`src/rtl/device_serial_tx.sv`:
```
// device_serial_tx
//   Character output device fed by the monitor intercept stage. A store to the
//   device address delivers a 32-bit word, which is sent as up to four 8N1
//   frames, least-significant byte first. A one-cycle finish pulse tells the
//   monitor stage to clear its status word.
//
// Ports
//   clock            system clock, rising edge
//   resetN           asynchronous active-low reset
//   startIn          one-cycle strobe, dataDeviceIn holds a new word
//   dataDeviceIn     word to transmit
//   txOut            serial line, idle high
//   busyOut          high while a word is in progress
//   dataDeviceFinish one-cycle pulse when the word is complete
//   overrunOut       sticky, a start arrived while not idle and was dropped
//
// State  | meaning
// -------+--------------------------------------------------------------
// IDLE   | line idle, waiting for startIn
// START  | start bit (line low)
// DATA   | 8 data bits, LSB first
// STOP   | stop bit, all but its final cycle
// NEXT   | final stop-bit cycle; selects next byte or ends the word
// DONE   | finish pulse cycle

module device_serial_tx #(
  parameter int CLKS_PER_BIT = 434,
  parameter int STOP_ON_NUL  = 1
) (
  input  logic        clock,
  input  logic        resetN,
  input  logic        startIn,
  input  logic [31:0] dataDeviceIn,
  output logic        txOut,
  output logic        busyOut,
  output logic        dataDeviceFinish,
  output logic        overrunOut
);

  localparam int TMR_W = (CLKS_PER_BIT > 2) ? $clog2(CLKS_PER_BIT) : 1;
  localparam logic [TMR_W-1:0] TMR_LAST      = TMR_W'(CLKS_PER_BIT - 1);
  localparam logic [TMR_W-1:0] TMR_STOP_LAST = TMR_W'(CLKS_PER_BIT - 2);
  localparam bit NUL_ENDS = (STOP_ON_NUL != 0);

  typedef enum logic [2:0] {
    S_IDLE, S_START, S_DATA, S_STOP, S_NEXT, S_DONE
  } state_t;

  state_t           r_state,  w_state_nxt;
  logic [TMR_W-1:0] r_tmr,    w_tmr_nxt;
  logic [2:0]       r_bit,    w_bit_nxt;
  logic [1:0]       r_idx,    w_idx_nxt;
  logic [31:0]      r_word,   w_word_nxt;
  logic             r_tx,     w_tx_nxt;
  logic             r_busy,   w_busy_nxt;
  logic             r_fin,    w_fin_nxt;
  logic             r_ovr,    w_ovr_nxt;

  logic [1:0] w_idx_inc;
  logic [7:0] w_next_byte;
  logic [7:0] w_cur_byte;

  assign w_idx_inc   = r_idx + 2'd1;
  assign w_next_byte = r_word[{w_idx_inc, 3'b000} +: 8];

  // State register (outputs are registered alongside the state)
  always_ff @(posedge clock or negedge resetN) begin
    if (!resetN) begin
      r_state <= S_IDLE;
      r_tmr   <= '0;
      r_bit   <= '0;
      r_idx   <= '0;
      r_word  <= '0;
      r_tx    <= 1'b1;
      r_busy  <= 1'b0;
      r_fin   <= 1'b0;
      r_ovr   <= 1'b0;
    end else begin
      r_state <= w_state_nxt;
      r_tmr   <= w_tmr_nxt;
      r_bit   <= w_bit_nxt;
      r_idx   <= w_idx_nxt;
      r_word  <= w_word_nxt;
      r_tx    <= w_tx_nxt;
      r_busy  <= w_busy_nxt;
      r_fin   <= w_fin_nxt;
      r_ovr   <= w_ovr_nxt;
    end
  end

  // Next-state logic
  always_comb begin
    w_state_nxt = r_state;
    w_tmr_nxt   = r_tmr;
    w_bit_nxt   = r_bit;
    w_idx_nxt   = r_idx;
    w_word_nxt  = r_word;
    case (r_state)
      S_IDLE: begin
        if (startIn) begin
          w_word_nxt = dataDeviceIn;
          w_tmr_nxt  = '0;
          w_bit_nxt  = '0;
          w_idx_nxt  = 2'd0;
          if (NUL_ENDS && (dataDeviceIn[7:0] == 8'h00)) begin
            // Empty string: spend one cycle in NEXT as if on the last byte,
            // so the finish pulse lands one cycle after acceptance.
            w_idx_nxt   = 2'd3;
            w_state_nxt = S_NEXT;
          end else begin
            w_state_nxt = S_START;
          end
        end
      end
      S_START: begin
        if (r_tmr == TMR_LAST) begin
          w_tmr_nxt   = '0;
          w_bit_nxt   = '0;
          w_state_nxt = S_DATA;
        end else begin
          w_tmr_nxt = r_tmr + 1'b1;
        end
      end
      S_DATA: begin
        if (r_tmr == TMR_LAST) begin
          w_tmr_nxt = '0;
          if (r_bit == 3'd7) w_state_nxt = S_STOP;
          else               w_bit_nxt   = r_bit + 3'd1;
        end else begin
          w_tmr_nxt = r_tmr + 1'b1;
        end
      end
      S_STOP: begin
        w_tmr_nxt = r_tmr + 1'b1;
        if (r_tmr == TMR_STOP_LAST) w_state_nxt = S_NEXT;
      end
      S_NEXT: begin
        w_tmr_nxt = '0;
        w_idx_nxt = w_idx_inc;
        if (r_idx == 2'd3)                             w_state_nxt = S_DONE;
        else if (NUL_ENDS && (w_next_byte == 8'h00))   w_state_nxt = S_DONE;
        else                                           w_state_nxt = S_START;
      end
      S_DONE:  w_state_nxt = S_IDLE;
      default: w_state_nxt = S_IDLE;
    endcase
  end

  // Output logic: computed from the upcoming state so the registered outputs
  // line up with the state they describe.
  always_comb begin
    w_cur_byte = w_word_nxt[{w_idx_nxt, 3'b000} +: 8];
    case (w_state_nxt)
      S_START: w_tx_nxt = 1'b0;
      S_DATA:  w_tx_nxt = w_cur_byte[w_bit_nxt];
      default: w_tx_nxt = 1'b1;
    endcase
    w_busy_nxt = (w_state_nxt != S_IDLE);
    w_fin_nxt  = (w_state_nxt == S_DONE);
    w_ovr_nxt  = r_ovr | (startIn && (r_state != S_IDLE));
  end

  assign txOut            = r_tx;
  assign busyOut          = r_busy;
  assign dataDeviceFinish = r_fin;
  assign overrunOut       = r_ovr;

endmodule

```
`config.mk`:
```
export PLATFORM = sky130hd
export DESIGN_NAME = device_serial_tx
export DESIGN_NICKNAME = d
export VERILOG_FILES = /design/src/rtl/device_serial_tx.sv
export SDC_FILE = /design/constraint.sdc
export NUM_CORES = 1
export LEC_CHECK = 0
export ABC_AREA = 0
export CORE_UTILIZATION = 50
export CTS_CLUSTER_SIZE = 8
export DETAILED_ROUTE_END_ITERATION = 10
export GPL_ROUTABILITY_DRIVEN = 0
export PLACE_DENSITY_LB_ADDON = 0.08
export RECOVER_POWER = 25
export SETUP_SLACK_MARGIN = 0.3
export SLEW_MARGIN = 20
export SYNTH_ARGS = -nofsm -noshare
export SYNTH_HDL_FRONTEND = slang
export SYNTH_SLANG_ARGS = --single-unit
```
`constraint.sdc`:
```
create_clock -name clock -period 4.33 [get_ports clock]
set_clock_uncertainty 0.2 [all_clocks]
set_input_delay 0.433 -clock clock [delete_from_list [all_inputs] [get_ports clock]]
set_output_delay 0.433 -clock clock [all_outputs]
set_load 0.05 [all_outputs]
```
==> flow_metrics.py, run 1 <==
metrics = {
    "run_status": {
        "status": "finished with violations",
        "violations": "max-capacitance violations, max-slew violations",
    },
    "synthesis": {
        "synthCells": 239,
        "yosysUniqueCellTypes": 50,
        "netlist_area_sq_um": 2810,
        "ys_seq_area_share_pct": 47.2,
        "synth_top_area_share_pct": 46.2,
        "async_flop_share_pct": 100,
        "yosysMostFrequentCell": "dfrtp_1",
        "synth_edf_count": 0,
        "synthFlopType": "dfrtp_1",
        "ys_warn_count": 0,
        "syn_area_per_cell_sq_um": 11.8,
        "yosys-top-cells-count": "dfrtp_1, mux2_2, mux2i_1",
        "yosys.area.top_type": "dfrtp_1",
        "ys_seq_elements": 53,
        "syn_nets": 279,
        "synthTopCellsByArea": "dfrtp_1, mux2_2, mux2i_1",
    },
    "grt": {
        "track_usage_pct": 22.1,
        "grt_max_degree": 54,
        "grt_pass1_vias": 2093,
        "antenna_found_initial": 0,
        "grt_overflow": 0,
        "grt_pass1_wl_mm": 10.3,
    },
    "setup_path": {
        "criticalPathCategory": "reg2reg",
        "cp-startpoint": "r_state[2]$_DFF_PN0_",
        "cp-end-kind": "register",
        "cp_max_fo": 17,
        "worstPathArrival_ps": 3020,
        "crit_required_ps": 4360,
        "r2r_start": "r_state[2]$_DFF_PN0_",
        "cp-start-kind": "register",
    },
    "drt": {
        "drtIter0Drc": 141,
        "vias": 1966,
        "drc": 0,
        "wire_per_inst_microns": 17.0,
        "drt_wl_total_mm": 5.88,
        "ant_nets": 0,
        "dr.pass1.iters": 4,
        "vias_per_cell": 5.68,
    },
    "final_layout": {
        "syn_to_final_growth_pct": 17.9,
        "final_core_util_pct": 63.0,
        "n_antenna_cell": 0,
        "drive_above_1_share_pct": 19.9,
        "final_nets": 315,
    },
    "pwr": {
        "p_leak_nw": 1.58,
        "p_per_area_nw_per_um2": 269,
        "peakVddDrop_uv": 122,
    },
    "clocking": {
        "hold_buffers": 0,
        "worstSkewPairLatency_ps": 300,
        "cts-resized-gates": 0,
        "cts_buffers": 5,
        "cts_buffer_depth": 2,
        "cts_tree": "built",
        "post_cts_buffers": 0,
        "cts_root_buffer": "clkbuf_8",
        "htreeDepth": 2,
        "clock_sinks": 53,
        "clkSlewWorstSetupHoldPaths_ps": 90,
    },
    "placement": {
        "numPortBuffers": 38,
        "post-place-ws_ps": 1100,
        "dpl.hpwl_mm": 4.22,
    },
    "sta": {
        "tightest_slew_ps": 2860,
        "slew_violations": 54,
        "fin_crit_sh_pct": 69.1,
        "setup_tns_ps": 0,
        "whs_ps": 280,
        "clock.fmax_mhz": 334,
        "hold_viol_final": 0,
        "relSlewSlack_pct": -90.6,
        "rsz0062_at_grt": "no",
        "finalSetupViolCount": 0,
        "fin_ws_ps": 1340,
        "fin_crit_ps": 2990,
    },
    "floorplanning": {
        "die-area_sq_um": 5930,
        "ios": 39,
        "die_height_microns": 77.0,
        "core-area_sq_um": 5270,
        "rows": 26,
        "die_width_microns": 77.0,
        "initial_utilization_pct": 53.4,
    },
    "worst_hold_path": {
        "holdCritPathClass": "reg2reg",
        "worstHoldStart": "overrunOut$_DFF_PN0_",
    },
    "flow_run": {
        "cap_violations": 1,
    },
}
registers in the layout, summed over array words and instances, names as in the netlist:
register,flops
r_tmr,9
r_word,32
r_idx,2
dataDeviceFinish,1
overrunOut,1
r_bit,3
txOut,1
busyOut,1
r_state,3
where the power goes:
| part | internal (mW) | switching, mW | total, mW |
|---|---|---|---|
| clock network | 0.189 | 0.160 | 0.349 |
| registers | 0.495 | 0.000638 | 0.496 |
| logic | 0.0292 | 0.0182 | 0.0474 |
| total | 0.713 | 0.179 | 0.892 |
layout make-up:
cell class,count,area [sq um]
multi-input cells,167,1370
inverters,7,26.3
clock buffers,7,86.3
clock inverters,1,30.0
well taps,70,87.6
fillers,440,1950
flip-flops and latches,53,1330
repair buffers,41,394
logic make-up after synthesis:
family | after synthesis | synth area share [%]
AOI/OAI and AO/OA | 34 | 8.54
xor gates and xnor gates | 2 | 0.623
adders and majority gates | 5 | 2.22
buffers and inverters | 19 | 4.27
DFF | 53 | 47.2
muxes | 62 | 24.3
and+or+nand+nor | 64 | 12.9
per-layer routing:
layer  global-route usage, %  vias to the layer above  part of all wire [%]
met5                       0                        -                     0
met3                    2.74                        5                   3.7
met4                    6.79                        0                   1.0
met1                    34.0                      957                    53
met2                    32.3                       53                    42
li1                        -                      951                     -
placed cells by master (no fill, tap or decap), types with 2 or more instances in the layout:
master / instances
mux2_2: 35
and4b_1: 2
nand2_1: 15
nor3b_1: 2
nor4_1: 11
clkbuf_1: 2
ha_1: 5
o31ai_1: 5
o21ai_0: 11
a21oi_1: 4
nor2_1: 9
and2_1: 3
xor2_1: 2
inv_1: 6
o21ai_1: 2
dfrtp_1: 52
clkdlybuf4s50_1: 37
nand3_1: 7
and3_1: 4
buf_4: 2
clkbuf_8: 6
mux2i_1: 24
stage by stage:
step / std cells / power, mW / cell area (sq um)
5_1_grt: 346 / 0.915 / 3320
2_1_floorplan: 239 / 0.511 / 2810
6_report: 346 / 0.892 / 3320
3_3_place_gp: 338 / 0.554 / 3210
4_1_cts: 346 / 0.896 / 3320
3_5_place_dp: 338 / 0.554 / 3210
worst max-delay path, stage by stage (launching register included):
cell,delay [ps]
dfrtp_1,450
inv_1,280
nand3_1,470
o211ai_1,320
buf_4,330
mux2i_1,130
mux2_2,290
mux2i_1,160
o22ai_1,120
a211oi_2,150
path summary, 6_finish.rpt:
path	end	slack, ps	depth (start not counted)
min in group asynchronous	r_word[0]$_DFF_PN0_	930	2
setup reg to reg	txOut$_DFF_PN1_	1340	9
hold / removal	overrunOut$_DFF_PN0_	280	1
setup / recovery	txOut$_DFF_PN1_	1340	9
max in group asynchronous	r_tmr[6]$_DFFE_PN0P_	1380	2
hold reg to reg	overrunOut$_DFF_PN0_	280	1
No activity file was read; power rests on OpenSTA's default activity.
==> run 2: changes to the inputs <==
--- a/config.mk
+++ b/config.mk
@@ -6,7 +6,7 @@
 export NUM_CORES = 1
 export LEC_CHECK = 0
 export ABC_AREA = 0
-export CORE_UTILIZATION = 50
+export CORE_UTILIZATION = 49
 export CTS_CLUSTER_SIZE = 8
 export DETAILED_ROUTE_END_ITERATION = 10
 export GPL_ROUTABILITY_DRIVEN = 0
==> constraint.sdc (replaced) <==
create_clock -name clock -period 2.6 [get_ports clock]
set_clock_uncertainty 0.2 [all_clocks]
set_input_delay 0.26 -clock clock [delete_from_list [all_inputs] [get_ports clock]]
set_output_delay 0.26 -clock clock [all_outputs]
set_load 0.05 [all_outputs]
==> flow_metrics.py, run 2 (synthesis gave the netlist of run 1 again) <==
metrics = {
    "pwr": {
        "peakVddDrop_uv": 334,
        "p_switching_mw": 0.305,
        "p_seq_share_pct": 56.1,
        "p_leak_nw": 1.80,
        "p_sw_share_pct": 20.7,
        "power_mw": 1.47,
        "p_per_area_nw_per_um2": 390,
        "power_frac_comb_pct": 5.6,
        "clkPwrFrac_pct": 38.3,
        "p_int_mw": 1.17,
    },
    "setup_path": {
        "r2r_start": "r_tmr[2]$_DFFE_PN0P_",
        "criticalPathCategory": "reg2reg",
        "worstSetupEndpoint": "txOut$_DFF_PN1_",
        "critPathSlowestCell": "dfrtp_1",
        "cp-start-kind": "register",
        "r2r_slack_ps": 40,
        "crit_required_ps": 2650,
        "crit_chain": "and4bb_2, nand4b_4, a221oi_4, o31ai_2, or3_1, or3b_1, o22ai_2, a211oi_2",
        "cp_max_fo": 3,
        "r2r_end": "txOut$_DFF_PN1_",
        "worstPathArrival_ps": 2600,
        "reg2reg_depth": 8,
        "cp-startpoint": "r_tmr[2]$_DFFE_PN0P_",
        "max_stage_delay_ps": 410,
        "cp-end-kind": "register",
    },
    "placement": {
        "dpl_cell_area_sq_um": 3380,
        "place_inst": 362,
        "numPortBuffers": 38,
        "post-place-ws_ps": -369,
        "dpl.hpwl_mm": 4.52,
    },
    "grt": {
        "antenna_found_initial": 0,
        "grt.busiest_layer": "met2",
        "track_usage_pct": 22.7,
        "grt_pass1_vias": 2156,
        "grt_pass1_wl_mm": 10.5,
        "grt_overflow": 0,
        "grt_max_degree": 44,
        "met1_usage_pct": 33.3,
        "met2_usage_pct": 34.6,
        "use_met3_pct": 3.65,
    },
    "worst_hold_path": {
        "holdCritPathClass": "in2reg",
        "whs_path_depth": 2,
    },
    "sta": {
        "rsz0062_at_grt": "yes",
        "tightest_slew_ps": 1050,
        "clock.fmax_mhz": 391,
        "slew_violations": 0,
        "fin_crit_ps": 2560,
        "fin_ws_ps": 43.2,
        "fin_crit_sh_pct": 98.3,
        "finalSetupViolCount": 0,
        "hold_viol_final": 0,
        "whs_ps": 91.5,
        "relSlewSlack_pct": 29.9,
    },
    "floorplanning": {
        "die-area_sq_um": 6050,
        "rows": 27,
        "ios": 39,
        "core-area_sq_um": 5510,
        "die_width_microns": 77.8,
        "die_height_microns": 77.8,
        "initial_utilization_pct": 51.1,
    },
    "clocking": {
        "cts_root_buffer": "clkbuf_8",
        "clkSlewWorstSetupHoldPaths_ps": 100,
        "clock_sinks": 53,
        "cts_buffer_depth": 2,
        "htreeDepth": 2,
        "cts_buffers": 5,
        "cts_tree": "built",
        "worstSkewPairLatency_ps": 310,
    },
    "drt": {
        "dr.pass1.iters": 4,
        "vias_per_cell": 5.46,
        "vias": 2098,
        "drtIter0Drc": 103,
        "drt_wl_total_mm": 6.40,
        "drc": 0,
        "wire_per_inst_microns": 16.7,
        "ant_nets": 0,
    },
    "run_status": {
        "status": "completed",
    },
    "final_layout": {
        "syn_to_final_growth_pct": 34.1,
        "mostFrequentLayoutCell": "dfrtp_1",
        "drive_above_1_share_pct": 38.5,
        "final_nets": 351,
        "stdcell_count": 384,
        "final_cell_mix": "dfrtp_1, mux2_2, buf_4, clkdlybuf4s50_1, mux2i_1",
        "design_area_sq_um": 3770,
        "largest_register": "r_word",
        "top_regs": "r_word x32, r_tmr x9",
        "n_antenna_cell": 0,
        "largest_register_ffs": 32,
    },
    "flow_run": {
        "cap_violations": 0,
    },
}
[run 2: cell types whose count changed in the layout (fill, tap and decap cells not counted), moves of 3 or more]
cell | before | now
nor4_2 | 0 | 3
nor4_1 | 11 | 7
clkdlybuf4s50_1 | 37 | 31
dlygate4sd2_1 | 0 | 5
nand2_1 | 15 | 12
nand2_2 | 0 | 3
o21ai_1 | 2 | 7
o21ai_2 | 0 | 5
buf_4 | 2 | 34
o21ai_0 | 11 | 1
[run 2: critical path: cells and delay by family (launching register included)]
family / cells / cell delay [ps]
AOI/OAI and AO/OA: 4 / 630
DFF: 1 / 410
and+or+nand+nor: 4 / 1250
[run 2: cell type report]
cell class	instances	area [sq um]
Sequential cell	53	1330
Fill cell	427	1730
Multi-Input combinational cell	167	1520
Timing Repair Buffer	77	694
Inverter	7	28.8
Clock buffer	6	72.6
Tap cell	72	90.1
Clock inverter	2	38.8
[run 2: worst min path at each step]
stage                               startpoint  slack, ps                   end
after global placement    overrunOut$_DFF_PN0_        250  overrunOut$_DFF_PN0_
final                          dataDeviceIn[0]         90   r_word[0]$_DFF_PN0_
after detailed placement  overrunOut$_DFF_PN0_        250  overrunOut$_DFF_PN0_
after CTS                      dataDeviceIn[3]        180   r_word[3]$_DFF_PN0_
after global routing           dataDeviceIn[0]        100   r_word[0]$_DFF_PN0_
after floorplan                         resetN       -240     busyOut$_DFF_PN0_
[run 2: per-layer routing]
metal | vias to the layer above | wire length, microns
met5 | - | 0
met4 | 0 | 63
met3 | 5 | 251
met2 | 51 | 2930
met1 | 1017 | 3160
li1 | 1025 | -
[run 2: through the flow]
stage / setup TNS, ps / utilization [%]
floorplan: 0 / -
global placement: -370 / 61.3
detailed placement: -994 / 61.3
CTS: 0 / 66.5
global route: -8.25 / 68.5
finish: 0 / 68.5
[run 2: power by group through the flow]
stage | clock [mW] | sequential (mW) | combinational [mW]
after floorplan | 0 | 0.842 | 0.00889
after global placement | 0 | 0.842 | 0.0825
after detailed placement | 0 | 0.842 | 0.0828
after CTS | 0.574 | 0.826 | 0.0843
after global routing | 0.611 | 0.826 | 0.0922
final | 0.563 | 0.825 | 0.0821
[run 2: repair_timing]
action	CTS	global route
resized for setup	43	14
pin swaps	19	9
hold buffers	1	0
buffers inserted	6	6
cloned	1	0
hold endpoints to repair	40	0
setup endpoints to repair	11	11
==> run 3: changes to the inputs <==
--- a/config.mk
+++ b/config.mk
@@ -7,12 +7,12 @@
 export LEC_CHECK = 0
 export ABC_AREA = 0
 export CORE_UTILIZATION = 49
-export CTS_CLUSTER_SIZE = 8
 export DETAILED_ROUTE_END_ITERATION = 10
 export GPL_ROUTABILITY_DRIVEN = 0
 export PLACE_DENSITY_LB_ADDON = 0.08
 export RECOVER_POWER = 25
 export SETUP_SLACK_MARGIN = 0.3
+export SKIP_LAST_GASP = 1
 export SLEW_MARGIN = 20
 export SYNTH_ARGS = -nofsm -noshare
 export SYNTH_HDL_FRONTEND = slang
==> flow_metrics.py, run 3 (synthesis gave the netlist of run 1 again) <==
metrics = {
    "final_layout": {
        "final_core_util_pct": 68.3,
        "syn_to_final_growth_pct": 33.7,
        "final_nets": 351,
        "drive_above_1_share_pct": 37.8,
        "n_antenna_cell": 0,
        "top_regs": "r_word x32, r_tmr x9",
        "mostFrequentLayoutCell": "dfrtp_1",
        "largest_register_ffs": 32,
        "final_cell_mix": "dfrtp_1, mux2_2, buf_4, clkdlybuf4s50_1, mux2i_1",
        "largest_register": "r_word",
        "stdcell_count": 384,
    },
    "setup_path": {
        "cp-end-kind": "register",
        "cp_max_fo": 3,
        "r2r_end": "txOut$_DFF_PN1_",
        "r2r_slack_ps": 40,
        "reg2reg_depth": 8,
        "cp-startpoint": "r_tmr[2]$_DFFE_PN0P_",
        "worstSetupEndpoint": "txOut$_DFF_PN1_",
        "r2r_start": "r_tmr[2]$_DFFE_PN0P_",
        "crit_required_ps": 2640,
        "cp-start-kind": "register",
        "worstPathArrival_ps": 2600,
        "criticalPathCategory": "reg2reg",
    },
    "drt": {
        "vias": 2108,
        "drc": 0,
        "drtIter0Drc": 114,
        "vias_per_cell": 5.49,
        "wire_per_inst_microns": 16.7,
        "dr.pass1.iters": 4,
        "ant_nets": 0,
        "drt_wl_total_mm": 6.42,
    },
    "floorplanning": {
        "rows": 27,
        "ios": 39,
        "die_width_microns": 77.8,
        "core-area_sq_um": 5510,
        "die-area_sq_um": 6050,
        "die_height_microns": 77.8,
        "initial_utilization_pct": 51.1,
    },
    "clocking": {
        "worstSkewPairLatency_ps": 310,
        "clkSlewWorstSetupHoldPaths_ps": 100,
        "cts_root_buffer": "clkbuf_8",
        "cts_buffers": 5,
        "htreeDepth": 2,
        "clock_sinks": 53,
        "cts_buffer_depth": 2,
        "cts_tree": "built",
    },
    "sta": {
        "slew_violations": 0,
        "relSlewSlack_pct": 30.2,
        "setup_tns_ps": 0,
        "fin_crit_ps": 2560,
        "whs_ps": 94.7,
        "finalSetupViolCount": 0,
        "rsz0062_at_grt": "yes",
        "clock.fmax_mhz": 390,
        "fin_crit_sh_pct": 98.5,
        "hold_viol_final": 0,
        "tightest_slew_ps": 1050,
    },
    "pwr": {
        "p_sw_share_pct": 20.6,
        "p_int_mw": 1.17,
        "clkPwrFrac_pct": 38.2,
        "p_leak_nw": 1.79,
        "p_switching_mw": 0.303,
        "p_per_area_nw_per_um2": 390,
        "power_mw": 1.47,
        "peakVddDrop_uv": 335,
        "power_frac_comb_pct": 5.6,
        "p_seq_share_pct": 56.2,
    },
    "worst_hold_path": {
        "whs_path_depth": 2,
        "holdCritPathClass": "in2reg",
    },
    "grt": {
        "grt_max_degree": 44,
        "grt_pass1_wl_mm": 10.5,
        "grt_overflow": 0,
        "grt.busiest_layer": "met2",
        "met2_usage_pct": 34.6,
        "met1_usage_pct": 33.3,
        "grt_pass1_vias": 2156,
        "track_usage_pct": 22.7,
        "use_met3_pct": 3.65,
        "antenna_found_initial": 0,
    },
    "run_status": {
        "status": "completed",
    },
    "flow_run": {
        "cap_violations": 0,
    },
    "placement": {
        "numPortBuffers": 38,
        "dpl.hpwl_mm": 4.52,
        "place_inst": 362,
    },
}
-- run 3: changes by cell type in the layout (fill, tap and decap cells not counted) --
cell     before  now
o31ai_1       3    4
o41ai_1       0    1
o41ai_2       1    0
o31ai_2       2    1
-- run 3: area by class of cell --
type                    count  area [sq um]
fillers                   432          1750
multi-input cells         167          1510
flip-flops and latches     53          1330
repair buffers             77           694
well taps                  72          90.1
clock buffers               6          72.6
clock inverters             2          38.8
inverters                   7          28.8
-- run 3: worst min path at each step --
stage	start	end	slack [ps]
2_1_floorplan	resetN	busyOut$_DFF_PN0_	-240
3_3_place_gp	overrunOut$_DFF_PN0_	overrunOut$_DFF_PN0_	250
3_5_place_dp	overrunOut$_DFF_PN0_	overrunOut$_DFF_PN0_	250
4_1_cts	dataDeviceIn[3]	r_word[3]$_DFF_PN0_	180
5_1_grt	dataDeviceIn[0]	r_word[0]$_DFF_PN0_	100
6_report	dataDeviceIn[0]	r_word[0]$_DFF_PN0_	90
-- run 3: power by group through the flow --
stage	sequential (mW)	clock, mW	combinational (mW)
2_1_floorplan	0.842	0	0.00889
3_3_place_gp	0.842	0	0.0825
3_5_place_dp	0.842	0	0.0828
4_1_cts	0.826	0.574	0.0843
5_1_grt	0.826	0.611	0.0922
6_report	0.825	0.561	0.0820
-- run 3: metrics by stage --
stage | setup slack (ps) | cell area, sq um
after floorplan | 176 | 2820
after global placement | -291 | 3380
after global routing | -4.76 | 3760
after CTS | 88.2 | 3660
final | 38.3 | 3760
after detailed placement | -369 | 3380
-- run 3: per-layer routing --
layer | up-vias | wire length [microns]
met5 | - | 0
met2 | 43 | 2970
met3 | 5 | 217
met4 | 0 | 59
li1 | 1030 | -
met1 | 1030 | 3170
-- run 3: critical path, cell delays in order (launching register included) --
cell,delay [ps]
dfrtp_1,410
and4bb_2,360
nand4b_4,150
a221oi_4,340
o31ai_2,110
or3_1,350
or3b_1,390
o22ai_2,130
a211oi_2,50
-- run 3: timing repair --
item / CTS / global route
hold endpoints to repair: 40 / 0
setup buffers: 6 / 6
cloned: 1 / 0
pin swaps: 19 / 9
setup endpoints to repair: 11 / 11
resized for setup: 43 / 12
hold buffers: 1 / 0
